$ cat config.mk
export PLATFORM = sky130hd
export DESIGN_NAME = vx_alu_req_arb
export DESIGN_NICKNAME = d
export VERILOG_FILES = /design/src/rtl/vx_alu_req_arb.sv
export SDC_FILE = /design/constraint.sdc
export NUM_CORES = 1
export LEC_CHECK = 0
export ABC_AREA = 1
export CAP_MARGIN = 20
export CORE_AREA = 3 3 504 506
export DETAILED_ROUTE_END_ITERATION = 8
export DIE_AREA = 0 0 507 509
export PLACE_DENSITY = 0.3
export SLEW_MARGIN = 15
export SYNTH_ARGS = -nofsm -noshare
export SYNTH_HDL_FRONTEND = slang
export SYNTH_SLANG_ARGS = --single-unit
$ cat constraint.sdc
create_clock -name clk -period 7.9 [get_ports clk]
set_clock_uncertainty 0.05 [all_clocks]
set_input_delay 1.58 -clock clk [delete_from_list [all_inputs] [get_ports clk]]
set_output_delay 1.58 -clock clk [all_outputs]
set_load 0.02 [all_outputs]
$ cat src/rtl/vx_alu_req_arb.sv
// Round-robin arbiter sharing one ALU request port among NUM_REQS issuers, with an in-order
// tag FIFO for routing commits back. Define ALU_ARB_OUT_REG_EN for a registered output stage.
module vx_alu_req_arb #(
  parameter int NUM_REQS     = 4,
  parameter int DATAW        = 256,
  parameter int MAX_INFLIGHT = 4
) (
  input  logic                              clk,
  input  logic                              reset,
  input  logic [NUM_REQS-1:0]               req_valid_in,
  input  logic [NUM_REQS*DATAW-1:0]         req_data_in,
  output logic [NUM_REQS-1:0]               req_ready_in,
  output logic                              alu_valid_out,
  output logic [DATAW-1:0]                  alu_data_out,
  input  logic                              alu_ready_out,
  input  logic                              cmt_fire,
  output logic [NUM_REQS-1:0]               rsp_valid_out,
  output logic [$clog2(MAX_INFLIGHT+1)-1:0] inflight_out,
  output logic                              err_underflow
);

  localparam int IDXW = $clog2(NUM_REQS);
  localparam int PTRW = (MAX_INFLIGHT > 1) ? $clog2(MAX_INFLIGHT) : 1;
  localparam int CNTW = $clog2(MAX_INFLIGHT + 1);
  localparam logic [CNTW-1:0] MAX_CNT = CNTW'(MAX_INFLIGHT);

  function automatic logic [IDXW-1:0] rr_offset(input logic [IDXW-1:0] base, input int k);
    int j;
    j = int'(base) + k;
    if (j >= NUM_REQS) j = j - NUM_REQS;
    return IDXW'(j);
  endfunction

  function automatic logic [IDXW-1:0] rr_next(input logic [IDXW-1:0] idx);
    if (int'(idx) == NUM_REQS - 1) return '0;
    return idx + 1'b1;
  endfunction

  logic [IDXW-1:0]     r_rr_ptr;
  logic [CNTW-1:0]     r_inflight;
  logic [PTRW-1:0]     r_wptr;
  logic [PTRW-1:0]     r_rptr;
  logic [IDXW-1:0]     r_tag_mem [MAX_INFLIGHT];
  logic [NUM_REQS-1:0] r_rsp_p1;
  logic                r_err;

  logic                w_accept;
  logic                w_room;
  logic                w_pop;
  logic                w_push;
  logic                w_underflow;
  logic [NUM_REQS-1:0] w_elig;
  logic [NUM_REQS-1:0] w_gnt_oh;
  logic                w_gnt_any;
  logic [IDXW-1:0]     w_gnt_idx;
  logic [DATAW-1:0]    w_gnt_data;

  // Stage p0: eligibility and round-robin pick. A same-cycle pop frees a slot when full.
  assign w_pop       = cmt_fire && (r_inflight != '0);
  assign w_underflow = cmt_fire && (r_inflight == '0);
  assign w_room      = (r_inflight < MAX_CNT) || w_pop;
  assign w_elig      = (reset || !w_room || !w_accept) ? '0 : req_valid_in;

  always_comb begin
    w_gnt_any = 1'b0;
    w_gnt_idx = '0;
    for (int k = 0; k < NUM_REQS; k++) begin
      if (!w_gnt_any && w_elig[rr_offset(r_rr_ptr, k)]) begin
        w_gnt_any = 1'b1;
        w_gnt_idx = rr_offset(r_rr_ptr, k);
      end
    end
  end

  assign w_gnt_oh     = w_gnt_any ? (NUM_REQS'(1) << w_gnt_idx) : '0;
  assign w_gnt_data   = req_data_in[int'(w_gnt_idx)*DATAW +: DATAW];
  assign w_push       = w_gnt_any;
  assign req_ready_in = w_gnt_oh;

`ifdef ALU_ARB_OUT_REG_EN
  logic             r_vld_p1;
  logic [DATAW-1:0] r_data_p1;

  // Stage p1: one-entry output register, refillable in the cycle it drains.
  assign w_accept = alu_ready_out || !r_vld_p1;

  always_ff @(posedge clk) begin
    if (reset)              r_vld_p1 <= 1'b0;
    else if (w_push)        r_vld_p1 <= 1'b1;
    else if (alu_ready_out) r_vld_p1 <= 1'b0;
  end

  always_ff @(posedge clk) begin
    if (w_push) r_data_p1 <= w_gnt_data;
  end

  assign alu_valid_out = r_vld_p1;
  assign alu_data_out  = r_data_p1;
`else
  assign w_accept      = alu_ready_out;
  assign alu_valid_out = w_gnt_any;
  assign alu_data_out  = w_gnt_data;
`endif

  // Stage p1: tag FIFO, in-flight count and completion pulse.
  always_ff @(posedge clk) begin
    if (w_push) r_tag_mem[r_wptr] <= w_gnt_idx;
  end

  always_ff @(posedge clk) begin
    if (reset) begin
      r_rr_ptr   <= '0;
      r_inflight <= '0;
      r_wptr     <= '0;
      r_rptr     <= '0;
      r_rsp_p1   <= '0;
      r_err      <= 1'b0;
    end else begin
      if (w_push) begin
        r_rr_ptr <= rr_next(w_gnt_idx);
        r_wptr   <= r_wptr + 1'b1;
      end
      if (w_pop) r_rptr <= r_rptr + 1'b1;
      r_inflight <= r_inflight + CNTW'(w_push) - CNTW'(w_pop);
      r_rsp_p1   <= w_pop ? (NUM_REQS'(1) << r_tag_mem[r_rptr]) : '0;
      if (w_underflow) r_err <= 1'b1;
    end
  end

  assign rsp_valid_out = r_rsp_p1;
  assign inflight_out  = r_inflight;
  assign err_underflow = r_err;

endmodule

==> flow_summary.toml <==
[run_status]
status = "completed"

[critical_path]
path_depth = 14
reg2reg_to = "inflight_out[2]"
start_kind = "input pin"
crit_type = "in2out"
critical-path-max-stage-delay_ns = 0.54
path_buf_inv = 5
end_kind = "primary output"
path_delay_family = "simple AND/OR/NAND/NOR gates"
r2r-start = "r_rr_ptr[0]"
r2r_slack_ns = 4.68
worstPathRequired_ns = 6.27
crit_path_top_delay_cell = "clkdlybuf4s50_1"
path_max_fanout = 72
crit_chain = "clkdlybuf4s50_1, inv_1, nor2_4, nand3_1, nand2_1, nand3_1, nand2_1, nand3b_1, buf_4, buf_12, nand4_1, nand3_1, nand2_1, clkdlybuf4s50_1"
reg2reg_depth = 10
crit_arrival_ns = 5.34

[clocking]
clkSinkCount = 24
cts_max_level = 1
ctsHoldBuffers = 0
postCtsSetupBuffers = 0
clockBufferDepth = 2
root_buffer = "clkbuf_16"
cts_tree = "built"
cts_buffers = 3
ctsResizeCount = 0
clock_latency_ns = 0.27
path_clk_slew_ns = 0.06

[power]
power.total_mw = 21.0
p_sw_mw = 12.9
comb_power_share_pct = 98.3
leakagePower_nw = 16.5
switching_share_pct = 61.6
powerDensity_mw_per_mm2 = 635
internal_power_mw = 8.06
ir_drop_mv = 0.267
pwr-share-seq_pct = 1.0
p_clk_share_pct = 0.7

[min_path]
worstHoldEndpoint = "err_underflow"
hold_depth = 2
hold_class = "reg2reg"
min_from = "err_underflow"

[route]
wl_per_cell_um = 27.5
viasPerCell = 3.44
drtAntennaViolNets = 0
drt_pass1_iterations = 5
routed_wl_um = 213000
vias = 26699
drtIter0Drc = 1806
post-route-drc-count = 0

[timing]
fin_crit_sh_pct = 88.2
setup_tns_ns = 0
tightest_slew_ns = 0.613
max_clock_freq_mhz = 143
period_minus_slack_ns = 6.97
rsz0062_at_grt = "false"
worst_slew_margin_rel_pct = 59.1
setup_viol = 0
hold_viol = 0
maxSlewViolCount = 0

[die]
core-area_mm2 = 0.250
die_area_mm2 = 0.258
die_y_um = 509
initial_core_util_pct = 6.07
row_count = 184
ios = 1301
die_w_um = 507

[yosys]
ys_ff_latch = 24
ys_seq_area_share_pct = 3.69
avgSynthCellArea_um2 = 4.64
synth_top_area_share_pct = 26.0
syn_nets = 4317
synth.most_common_cell = "inv_1"
ys_warn_count = 0
synth.area.top_cells = "inv_1 (26%), nand4_1 (21%), nand2_1 (20%)"
yosys.area.top_type = "inv_1"
synth-edff-count = 8
synth_cell_type_count = 28
syn-cell-area_mm2 = 0.0152
synthFlopType = "dfxtp_1"
syn_inst = 3274
synth_common_cells = "inv_1 (1052), nand2_1 (808), nand3_1 (528)"
async_reset_ff_share_pct = 0

[global_routing]
grt_pass1_vias = 26954
grt_pass1_wl_um = 272000
grt.total_usage_pct = 15.7
antenna_found_initial = 240
grt_max_degree = 113
grt_overflow = 0

[final_layout]
num-fill-cells = 29764
area_delta_synth_final_pct = 117
finalNetCount = 5439
drive_gt1_share_pct = 4.66

[place]
place.gp.congestion = 0.982
port_buffers = 1300
hpwlAfterDp_um = 188000

[run]
max-cap-violations = 0
[cell type report]
| type | instances | area, µm² | area share [%] |
|---|---|---|---|
| diodes | 29 | 72.6 | 0.220 |
| clock buffers | 3 | 75.1 | 0.227 |
| clock inverters | 1 | 30.0 | 0.0909 |
| inverters | 1055 | 3960 | 12.0 |
| multi-input cells | 1909 | 9360 | 28.3 |
| flip-flops and latches | 24 | 561 | 1.70 |
| well taps | 3348 | 4190 | 12.7 |
| repair buffers | 1403 | 14800 | 44.8 |
[sequential cells by signal, indices dropped and copies added (netlist names), named ones only]
signal,flops
inflight_out,3
r_rr_ptr,2
r_wptr,2
r_tag_mem,8
rsp_valid_out,4
err_underflow,1
r_rptr,2
[routing by layer]
layer	part of all wire [%]	routed length [µm]	up-vias	track usage, %
met3	12	25400	397	7.74
met4	1.6	3380	164	1.26
li1	-	-	12377	-
met2	46	98300	1416	26.5
met5	0.59	1260	-	0
met1	40	85000	12345	18.5
[power by group through the flow]
stage | Combinational (mW) | Sequential [mW] | Clock (mW)
finish | 20.6 | 0.217 | 0.150
detailed placement | 21.2 | 0.220 | 0
floorplan | 9.74 | 0.218 | 0
global placement | 21.3 | 0.218 | 0
global route | 22.1 | 0.221 | 0.161
CTS | 21.2 | 0.218 | 0.155
[cell families (layout without fill, tap and decap cells)]
logic type	Yosys count	in the layout	share of synthesized area, %
AOI/OAI and AO/OA	13	13	0.568
DFF	24	24	3.69
xor gates and xnor gates	2	2	0.165
other	0	29	0
buffers and inverters	1341	2462	35.1
adders and majority gates	11	11	0.955
and+or+nand+nor	1883	1883	59.6
[cell usage in the layout (no fill, tap or decap), types with 2 or more instances in the layout]
cell type        Yosys  layout
nand4_1            517     517
nor3b_1              3       3
inv_2                3       3
nand3_4              0       2
dfxtp_1             16      16
clkdlybuf4s50_1      0    1214
nor2_1              22      22
inv_1             1052    1052
clkbuf_16            0       3
edfxtp_1             8       8
buf_4                7      92
nand2_1            808     808
a21oi_1              6       6
buf_12               0      97
diode_2              0      29
nand3_1            528     526
ha_1                10      10
a32oi_1              2       2
a211oi_1             2       2
[worst min-delay path, cell delays in order (launching register included)]
cell and delay, ns:
dfxtp_1 0.31, inv_1 0.05, a21oi_1 0.05
[per-stage QoR]
step	setup slack (ns)	cell area [µm²]	hold WS [ns]	std cells	util, %
after global placement	0.767	32900	0.392	7739	13.1
after CTS	0.792	33000	0.407	7743	13.2
after floorplan	2.76	15200	0.423	3274	-
after global routing	0.624	33000	0.463	7749	13.2
final	0.931	33000	0.407	7772	13.2
after detailed placement	0.813	32900	0.394	7739	13.1
[how the worst max path moves through the flow]
stage          slack (ns)           from               end
2_1_floorplan        2.76  alu_ready_out   req_ready_in[3]
3_5_place_dp         0.81  alu_ready_out  alu_data_out[19]
3_3_place_gp         0.77  alu_ready_out  alu_data_out[19]
4_1_cts              0.79  alu_ready_out  alu_data_out[19]
5_1_grt              0.62  alu_ready_out  alu_data_out[19]
6_report             0.93  alu_ready_out  alu_data_out[19]
No activity file was read; power rests on OpenSTA's default activity.
